## src/rtl/biquad_pkg.sv

```systemverilog
// biquad_pkg: shared coefficient layout and loader state encoding for the biquad filter
package biquad_pkg;
  localparam int COEFS_PER_SECTION = 5;
  localparam int COEF_W = 16;
  localparam int BRAM_ADR_W = 11;
  localparam int B0 = 0;
  localparam int B1 = 1;
  localparam int B2 = 2;
  localparam int A1 = 3;
  localparam int A2 = 4;
  typedef enum logic [1:0] {IDLE, READ, COMMIT_WAIT} state_e;
endpackage

```

## src/rtl/biquad_coef_loader.sv

```systemverilog
// biquad_coef_loader: reads a full coefficient set from BRAM into a shadow bank and commits it atomically
module biquad_coef_loader
  import biquad_pkg::*;
#(
  parameter int NUM_SECTIONS = 4,
  parameter logic [BRAM_ADR_W-1:0] BASE_ADR = 11'h000,
  parameter bit COMMIT_ON_STROBE = 1'b1
) (
  input  logic wb_clk_i,
  input  logic wb_rst_ni,
  input  logic load_new_coefficients,
  output logic done_loading,
  input  logic sample_strobe_i,
  output logic cbram_wb_cyc_o,
  output logic cbram_wb_stb_o,
  output logic cbram_wb_we_o,
  output logic [BRAM_ADR_W-1:0] cbram_wb_adr_o,
  input  logic [COEF_W-1:0] cbram_wb_dat_i,
  input  logic cbram_wb_ack_i,
  output logic [NUM_SECTIONS*COEFS_PER_SECTION*COEF_W-1:0] coef_o,
  output logic coef_valid_o
);
  localparam int N = NUM_SECTIONS * COEFS_PER_SECTION;
  localparam int IW = $clog2(N + 1);
  localparam int W = N * COEF_W;
  state_e state_q, state_d;
  logic [IW-1:0] idx_q, idx_d;
  logic [W-1:0] shadow_q, shadow_d, active_q, active_d;
  logic valid_q, valid_d;
  always_comb begin
    state_d = state_q;
    idx_d = idx_q;
    shadow_d = shadow_q;
    active_d = active_q;
    valid_d = valid_q;
    unique case (state_q)
      IDLE: if (load_new_coefficients) begin
        idx_d = '0;
        state_d = READ;
      end
      READ: if (cbram_wb_ack_i) begin
        shadow_d[COEF_W*idx_q +: COEF_W] = cbram_wb_dat_i;
        idx_d = idx_q + IW'(1);
        state_d = (idx_q == IW'(N - 1)) ? COMMIT_WAIT : READ;
      end
      COMMIT_WAIT: if (!COMMIT_ON_STROBE || sample_strobe_i) begin
        active_d = shadow_q;
        valid_d = 1'b1;
        state_d = IDLE;
      end
      default: state_d = IDLE;
    endcase
  end
  always_ff @(posedge wb_clk_i) begin
    if (!wb_rst_ni) begin
      state_q <= IDLE;
      idx_q <= '0;
      shadow_q <= '0;
      active_q <= '0;
      valid_q <= 1'b0;
    end else begin
      state_q <= state_d;
      idx_q <= idx_d;
      shadow_q <= shadow_d;
      active_q <= active_d;
      valid_q <= valid_d;
    end
  end
  assign done_loading = (state_q == IDLE) && !load_new_coefficients;
  assign cbram_wb_cyc_o = (state_q == READ);
  assign cbram_wb_stb_o = (state_q == READ);
  assign cbram_wb_we_o = 1'b0;
  assign cbram_wb_adr_o = BASE_ADR + BRAM_ADR_W'(idx_q);
  assign coef_o = active_q;
  assign coef_valid_o = valid_q;
endmodule

```

## config.mk

```make
export PLATFORM = sky130hd
export DESIGN_NAME = biquad_coef_loader
export DESIGN_NICKNAME = d
export VERILOG_FILES = /design/src/rtl/biquad_pkg.sv /design/src/rtl/biquad_coef_loader.sv
export SDC_FILE = /design/constraint.sdc
export NUM_CORES = 1
export LEC_CHECK = 0
export CAP_MARGIN = 20
export CORE_MARGIN = 2
export CORE_UTILIZATION = 54
export CTS_CLUSTER_SIZE = 12
export DETAILED_ROUTE_END_ITERATION = 8
export GPL_ROUTABILITY_DRIVEN = 0
export PLACE_DENSITY = 0.83
export SETUP_SLACK_MARGIN = 0.2
export SLEW_MARGIN = 30
export SYNTH_ARGS = -nofsm -noshare
export SYNTH_HDL_FRONTEND = slang
export SYNTH_SLANG_ARGS = --single-unit
```

## constraint.sdc

```tcl
create_clock -name wb_clk_i -period 3.05 [get_ports wb_clk_i]
set_input_delay 0.305 -clock wb_clk_i [delete_from_list [all_inputs] [get_ports wb_clk_i]]
set_output_delay 0.305 -clock wb_clk_i [all_outputs]
set_load 0.005 [all_outputs]
```

======== Word-level counts from Yosys, hierarchy flattened ========
Cells that the tools add are included.
storage, ports and cells
  register bits after elaboration ......... 648
  bits in latches ......................... 0
  RAM bits ................................ 0
  memory bits (read-only) ................. 0
  bits of input ports ..................... 21
  output and inout port bits .............. 336
  word-level logic and storage cells ...... 32
  memories ................................ 0
operators by class
  add/sub/neg operators ................... 2
  multiply operators ...................... 0
  divide/modulo/power cells ............... 0
  order comparisons ....................... 0
  eq/ne operators ......................... 6
  shifts and indexed selects .............. 2
  mux-type cells .......................... 9
  bitwise logic cells ..................... 0
  reductions and logical operators ........ 8
operators by type and width
  cell                       number
  $bwmux 320                 1
  $shift 16x34->320 const A  1
  $shiftx 16x34->320         1
  $neg 9->34                 1
  $mux 5                     2
  $pmux 5 s2                 1
  $mux 2                     4
  $pmux 2 s3                 1
  $reduce_and 3->1           2
  $add 5x1->5 const B        1
  $eq 5x5->1 const B         1
  $ne 2x2->1 const B         2
  $reduce_and 2->1           2
  $eq 2x1->1 const B         1
  $eq 2x2->1 const B         1
  $logic_not 2->1            1
  $ne 2x1->1 const B         1
  $reduce_bool 2->1          1
  $logic_and 1x1->1          1
  $logic_not 1->1            1

======== Longest topological paths before layout ========
Gate-level depths: netlist of the first run.
  depth after elaboration ................. 4
  depth in mapped cells ................... 13
  depth with buffers taken out ............ 8

======== Worst setup path before layout of the first run ========
Ideal clock, no wire load.
  path kind ............................... flip-flop to flip-flop
  from .................................... register idx_q[0]
  to ...................................... register shadow_q[10]
  library setup time ...................... 0.116 ns
  data arrival time ....................... 2.729 ns
  data required time ...................... 2.934 ns
  path slack .............................. 0.205 ns
  cell stages (with the launch flop) ...... 13
  path buffers ............................ 4
  clock period less this slack ............ 2.845 ns
  cells stage by stage .................... dfxtp_1 -> buf_6 -> inv_1 -> ha_1 -> buf_2 -> nor3b_1 -> ha_1 -> or4bb_1 -> nor3b_1 -> buf_2 -> buf_4 -> mux2i_1 -> nor2b_1
between the ends
  longest elaborated chain between the ends .. 3
  elaborated cells on any way between the ends .. 4
  those cells by class .................... add/sub (1); shift (2); mux (1)
RTL lines
  item                                                     line                      RTL
  start: declaration                                       biquad_coef_loader.sv:27  logic [IW-1:0] idx_q, idx_d;
  start signal: assignment                                 biquad_coef_loader.sv:63  idx_q <= idx_d;
  $neg 9->34 *                                             biquad_coef_loader.sv:42  shadow_d[COEF_W*idx_q +: COEF_W] = cbram_wb_dat_i;
  $shiftx 16x34->320 or $shift 16x34->320 (tied branches)  biquad_coef_loader.sv:42
  $bwmux 320 *                                             biquad_coef_loader.sv:42
  end signal: assignment                                   biquad_coef_loader.sv:64  shadow_q <= shadow_d;
  end: declaration                                         biquad_coef_loader.sv:28  logic [W-1:0] shadow_q, shadow_d, active_q, active_d;
Mark *: on every way between the ends. The rest lies on a longest branch, timed or not.
A chain may end at the register's enable or synchronous reset.

======== Final worst setup path of the first run ========
  from .................................... register idx_q[0]
  to ...................................... register shadow_q[305]
The elaborated chain is that of the path after synthesis.

==> metrics.md, run 1 <==
| Metric | Value |
|---|---|
| Worst slew pin tran | between 0.8 and 0.9 ns |
| First-pass GRT wire length | 112 mm |
| CP Launch Type | register |
| Clock root cell | clkbuf_16 |
| Worst vdd ir | 0.339 mV |
| Area Overhead vs Synth | 24.1% |
| Slowest stage cell on the critical path | or3_1 |
| Critical path cell sequence | inv_1, ha_1, buf_4, o41a_1, or3_1, a31o_2 |
| CTS Hold Bufs | 0 |
| Die area | roughly 47,000 sq um |
| Slowest Stage Delay on Critical Path | 0.73 ns |
| Post-synth top area cell | dfxtp_1 |
| Worst-path clk slew | 0.06 ns |
| Largest net degree at the start of global routing | 274 |
| # DRC | 0 |
| Later-pin clock latency in the skew report | roughly 0.6 ns |
| TritonRoute pass-1 iters | 6 |
| Synth cell types | 55 |
| PostCTS Resize Cnt | 0 |
| Top FF cell, synth | dfxtp_1 |
| Ys async rst share | 0% |
| Worst r2r path cells | 6 |
| Bufs on Longest Clock Path | 3 |
| CTS tree | done |
| Total gr overflow | 0 |
| Setup TNS | 0 ns |
| Share of layout cells above drive strength 1 | under 10% |
| Synth top area cells | dfxtp_1 (53%), nand2_1 (14%), a21boi_0 (9.9%) |
| Die X | 216 um |
| CP max FO | 16 |
| Outcome | complete, no violations |
| DP HPWL | slightly below 50 mm |
| Die Y | 216 um |
| Maxcap violations | 0 |
| Initial antenna violation count | 3 |
| Avg Inst Size Synth | roughly 9 sq um |
| Reg2Reg Setup Slack | between 0.4 and 0.5 ns |
| Relative slew slack | just over 40% |
| Io pins | between 300 and 400 |
| Tightest Hold Check Type | in2reg |
| Initial core utilization | 54.9% |
| Final-report max-slew violation count | 0 |
| Total track usage | between 30 and 40% |
| Yosys warning count | 0 |
| Commonest non-fill, non-tap cell in the layout | nand2_1 |
| Period utilisation layout | between 80 and 90% |
| Inserted Clock Buffers | 67 |
| Post-Place Worst Slack | ~0.48 ns |
| FILL cells | around 3,400 |
| Final WS setup | 0.403 ns |
| P_leak | 10.7 nW |
| Fin nets | just under 3,000 |
| Power density cells | between 500 and 600 nW/um^2 |
| WHS Path Cells | 2 |
| Post-synth top area share | a little over half |
| Post-Synthesis Cells | about 2,700 |
| EDFF count, synth | 0 |
| Post-route ant nets | 0 |
| Avg Vias per Cell | 5.67 |
| CP Class | reg2reg |
| Yosys reg bits | 648 |
| CTS Sinks | about 650 |
| # rows | 77 |
| Htree depth | 3 |
| Clk_skew | 0.0258 ns |
| Via count | just over 20,000 |
| Setup Buffers After CTS | 0 |
| Final WL | 73.1 mm |
| Worst EP required | approximately 3.5 ns |
| Number of hold violations in the final report | 0 |
| Endpoint class of the critical path | register |
| Vias in the first global route | roughly 20,000 |
| Crit path time final | between 2 and 3 ns |
| IO buf count | 349 |
| Most frequent cells in the layout | nand2_1 (928), dfxtp_1 (648), clkdlybuf4s50_1 (348) |
| Register area share after synthesis | around 53% |
| Starting DRT DRC Count | 2,280 |
| Placeable Area | between 40,000 and 50,000 sq um |
| FMAX | between 300 and 400 MHz |
| Crit path DAT | 3.12 ns |
| Final setup viols | 0 |
| RSZ-0062 raised after global routing | no |
| Mean routed wirelength per cell | between 20 and 25 um |
| Post-synthesis cell area | ~24,000 sq um |
report_power, final:
| part | leakage, nW | internal, mW | total (mW) | switching (mW) |
|---|---|---|---|---|
| sequential | 5.22 | 8.47 | 8.48 | 0.00840 |
| clock | 0.952 | 4.25 | 7.50 | 3.25 |
| combinational | 4.50 | 0.152 | 0.458 | 0.306 |
cell type report:
class                      count  area (sq um)  area share (%)
antenna                        1          2.50         0.00829
clock buffer                  87          1810            6.00
clock inverter                13           124           0.410
inverter                       7          26.3          0.0870
multi-input combinational   1819         10300            34.3
sequential                   648         13000            43.0
tap                          592           741            2.45
timing repair buffer         418          4180            13.8
cells by family (layout without fill, tap and decap cells):
logic type	after synthesis	count (layout)	share of synthesized area, %
simple gates	1135	1135	19.4
flops	648	648	53.3
compound gates	445	445	13.4
buf+inv	246	525	4.35
mux	225	225	9.25
xor+xnor	4	4	0.144
fa+ha+maj	3	3	0.154
other cells	1	8	0.0154
critical path: cells and delay by family, from the launching register on:
family / cells / cell delay, ns
AO/OA/AOI/OAI: 2 / 1.00
adder cells (fa/ha/maj): 1 / 0.23
buffers and inverters: 2 / 0.25
flip-flops: 1 / 0.33
AND/OR/NAND/NOR: 1 / 0.73
worst paths after layout:
check / from / end
min reg2reg: shadow_q[218]$_SDFFE_PN0P_ / shadow_q[218]$_SDFFE_PN0P_
min: wb_rst_ni / coef_o[308]$_SDFFE_PN0P_
max: idx_q[0]$_SDFFE_PN0P_ / shadow_q[305]$_SDFFE_PN0P_
max reg2reg: idx_q[0]$_SDFFE_PN0P_ / shadow_q[305]$_SDFFE_PN0P_
routing by layer:
layer  vias to the layer above  track usage, %  routed length, um
met5                         -               0                 17
met4                         2            14.2               3200
li1                       9484               -                  -
met1                      9758            40.5              30400
met3                       180            6.41               6260
met2                       919            47.5              33200
state kept, by name (all words and copies together) (netlist names):
register and cells:
coef_o 320, coef_valid_o 1, idx_q 5, shadow_q 320
state_q 2
synth_stat cells, drive strengths merged, types with 5 or more instances:
library cell / number
nand2: 928
dfxtp: 648
a21boi: 321
mux2i: 225
clkbuf: 180
nand3: 92
o21ai: 62
buf: 59
nand4: 24
nor2b: 20
nor4: 16
a31o: 15
o31ai: 10
o32ai: 10
nor2: 9
o311ai: 8
and3: 7
inv: 7
and4: 6
nand2b: 5
nor3: 5
stage by stage:
step                total power, mW  instance area [sq um]  std cells  hold slack [ns]  utilization [%]
floorplan                      8.94                  24400       2713            0.432                -
global placement               9.10                  28200       3483            0.444             63.7
detailed placement             9.11                  28200       3483            0.448             63.7
CTS                            16.5                  30200       3583            0.110             68.1
global route                   16.9                  30200       3584            0.140             68.1
finish                         16.4                  30200       3585            0.128             68.1
(Power assumes the default switching activity.)
==> run 2, diff against run 1 <==
- CTS_CLUSTER_DIAMETER: unset -> 60
==> run 2 against run 1 <==
Global-route usage down 0.27 points. Die area unchanged. Register-to-register slack about the same. Clock-buffer cell count down 26. Clock power down 14%. Setup slack worse by 0.0033 ns. Non-clock buffer count unchanged. Sequential cell count unchanged. Wire length down 0.92%. Sequential power about the same. Critical path depth unchanged. Critical path type unchanged. Critical endpoint unchanged. Highest routed layer is now met4.
==> metrics.md, run 2 (same netlist as run 1, synthesis figures left out) <==
| Metric | Value |
|---|---|
| Period utilisation layout | 86.9% (+0.11 points) |
| Outcome | complete, no violations |
| Inserted Clock Buffers | 60 (-10%) |
| Starting DRT DRC Count | 2,174 (-4.6%) |
| Worst vdd ir | 0.363 mV (+7.1%) |
| Worst hold slack | 0.0918 ns (-0.0360 ns) |
| Commonest non-fill, non-tap cell in the layout | nand2_1 |
| Total track usage | 30.2% (-0.27 points) |
| DP HPWL | 48.7 mm (unchanged) |
| WHS Path Cells | 2 (unchanged) |
| Hold EP | coef_o[308]$_SDFFE_PN0P_ |
| Overall power | 15.4 mW (-6.3%) |
| Placed inst area | 28,200 sq um (unchanged) |
| Worst EP required | 3.56 ns (+0.03 ns) |
| RR Startpoint | idx_q[0]$_SDFFE_PN0P_ |
| Worst Path Buf+Inv | 2 (unchanged) |
| Later-pin clock latency in the skew report | 0.62 ns (+0.03 ns) |
| FMAX | 377 MHz (-0.12%) |
| Endpoint class of the critical path | register |
| Maxcap violations | 0 (unchanged) |
| Dpl cells | 3,483 (unchanged) |
| Fin nets | 2,978 (-0.23%) |
| # DRC | 0 (unchanged) |
| Worst-path clk slew | 0.06 ns (about the same) |
| Largest net degree at the start of global routing | 274 (unchanged) |
| Bufs on Longest Clock Path | 3 (unchanged) |
| P_leak | 10.5 nW (-1.7%) |
| Vias in the first global route | 19,640 (-0.62%) |
| Power density cells | 517 nW/um^2 (-5.1%) |
| Area Overhead vs Synth | 22.5% |
| Clock root cell | clkbuf_16 |
| Slowest Stage Delay on Critical Path | 0.73 ns (about the same) |
| Relative slew slack | 41.7% (+0.99 points) |
| IO buf count | 349 (unchanged) |
| Die Y | 216 um (unchanged) |
| Initial antenna violation count | 1 (-2) |
| Crit path DAT | 3.16 ns (+0.04 ns) |
| Avg Vias per Cell | 5.70 (+0.51%) |
| Placeable Area | 44,300 sq um (unchanged) |
| Hold Startpoint | wb_rst_ni |
| Total gr overflow | 0 (unchanged) |
| Reg2Reg Setup Slack | 0.40 ns (about the same) |
| Most frequent cells in the layout | nand2_1 (928), dfxtp_1 (648), clkdlybuf4s50_1 (348) |
| Setup Buffers After CTS | 0 (unchanged) |
| First-pass GRT wire length | 111 mm (-0.83%) |
| Finished Layout Cells | 3,551 (-0.95%) |
| RSZ-0062 raised after global routing | no |
| Clk_skew | 0.0217 ns (-0.00406 ns) |
| Die X | 216 um (unchanged) |
| Share of layout cells above drive strength 1 | 5.28% (-0.61 points) |
| Tightest Hold Check Type | in2reg |
| Final Instance Area | 29,800 sq um (-1.3%) |
| Crit path time final | 2.65 ns (+0.00330 ns) |
| Worst r2r path cells | 6 (unchanged) |
| Mean routed wirelength per cell | 20.4 um (about the same) |
| Number of hold violations in the final report | 0 (unchanged) |
| Htree depth | 2 (-1) |
| Die area | 46,800 sq um (unchanged) |
| CTS Hold Bufs | 0 (unchanged) |
| PostCTS Resize Cnt | 0 (unchanged) |
| Delay-heaviest family, CP | compound AO/OA/AOI/OAI gates |
| Initial core utilization | 54.9% (unchanged) |
| CP Class | reg2reg |
| CP max FO | 16 (unchanged) |
| Post-Place Worst Slack | 0.477 ns (unchanged) |
| CTS Sinks | 648 (unchanged) |
| CP Launch Type | register |
| Critical path cell sequence | inv_1, ha_1, buf_4, o41a_1, or3_1, a31o_2 |
| Final WS setup | 0.400 ns (-0.00330 ns) |
| Via count | 20,253 (-0.44%) |
| Post-route ant nets | 0 (unchanged) |
| Final-report max-slew violation count | 0 (unchanged) |
| Reg-to-Reg End | shadow_q[305]$_SDFFE_PN0P_ |
| Setup TNS | 0 ns (unchanged) |
| Worst slew pin tran | 0.875 ns (-0.0120 ns) |
| Final WL | 72.4 mm (-0.92%) |
| Final Util | 67.3% (-0.86 points) |
| Slowest stage cell on the critical path | or3_1 |
| CTS tree | done |
| Final setup viols | 0 (unchanged) |
| # rows | 77 (unchanged) |
| Io pins | 357 (unchanged) |
| TritonRoute pass-1 iters | 6 (unchanged) |
-- run 2: area by class of cell --
class / instances / area [sq um]
Inverter: 7 / 26.3
Clock inverter: 4 / 38.8
Clock buffer: 61 / 1520
Antenna cell: 2 / 5.00
Multi-Input combinational cell: 1819 / 10300
Sequential cell: 648 / 13000
Fill cell: 3404 / 14500
Timing Repair Buffer: 418 / 4180
Tap cell: 592 / 741
-- run 2: how the worst max path moves through the flow --
stage | from | end | slack [ns] | cells past startpoint
floorplan | idx_q[0]$_SDFFE_PN0P_ | shadow_q[10]$_SDFFE_PN0P_ | 0.20 | 12
global placement | idx_q[0]$_SDFFE_PN0P_ | shadow_q[306]$_SDFFE_PN0P_ | 0.51 | 6
detailed placement | idx_q[0]$_SDFFE_PN0P_ | shadow_q[308]$_SDFFE_PN0P_ | 0.48 | 6
CTS | idx_q[0]$_SDFFE_PN0P_ | shadow_q[308]$_SDFFE_PN0P_ | 0.44 | 6
global route | idx_q[3]$_SDFFE_PN0P_ | shadow_q[295]$_SDFFE_PN0P_ | 0.27 | 4
finish | idx_q[0]$_SDFFE_PN0P_ | shadow_q[305]$_SDFFE_PN0P_ | 0.40 | 6
-- run 2: power by group --
group	leakage (nW)	internal [mW]	total, mW	switching [mW]
combinational	4.50	0.152	0.457	0.305
clock	0.766	3.48	6.47	2.99
sequential	5.22	8.47	8.48	0.00840
total	10.5	12.1	15.4	3.30
-- run 2: metal layers --
metal	vias to the layer above	track usage, %	wire length (um)
met5	-	0	0
met4	0	14.4	3390
met3	192	6.71	6400
met2	905	46.8	32700
met1	9724	39.9	29900
li1	9432	-	-
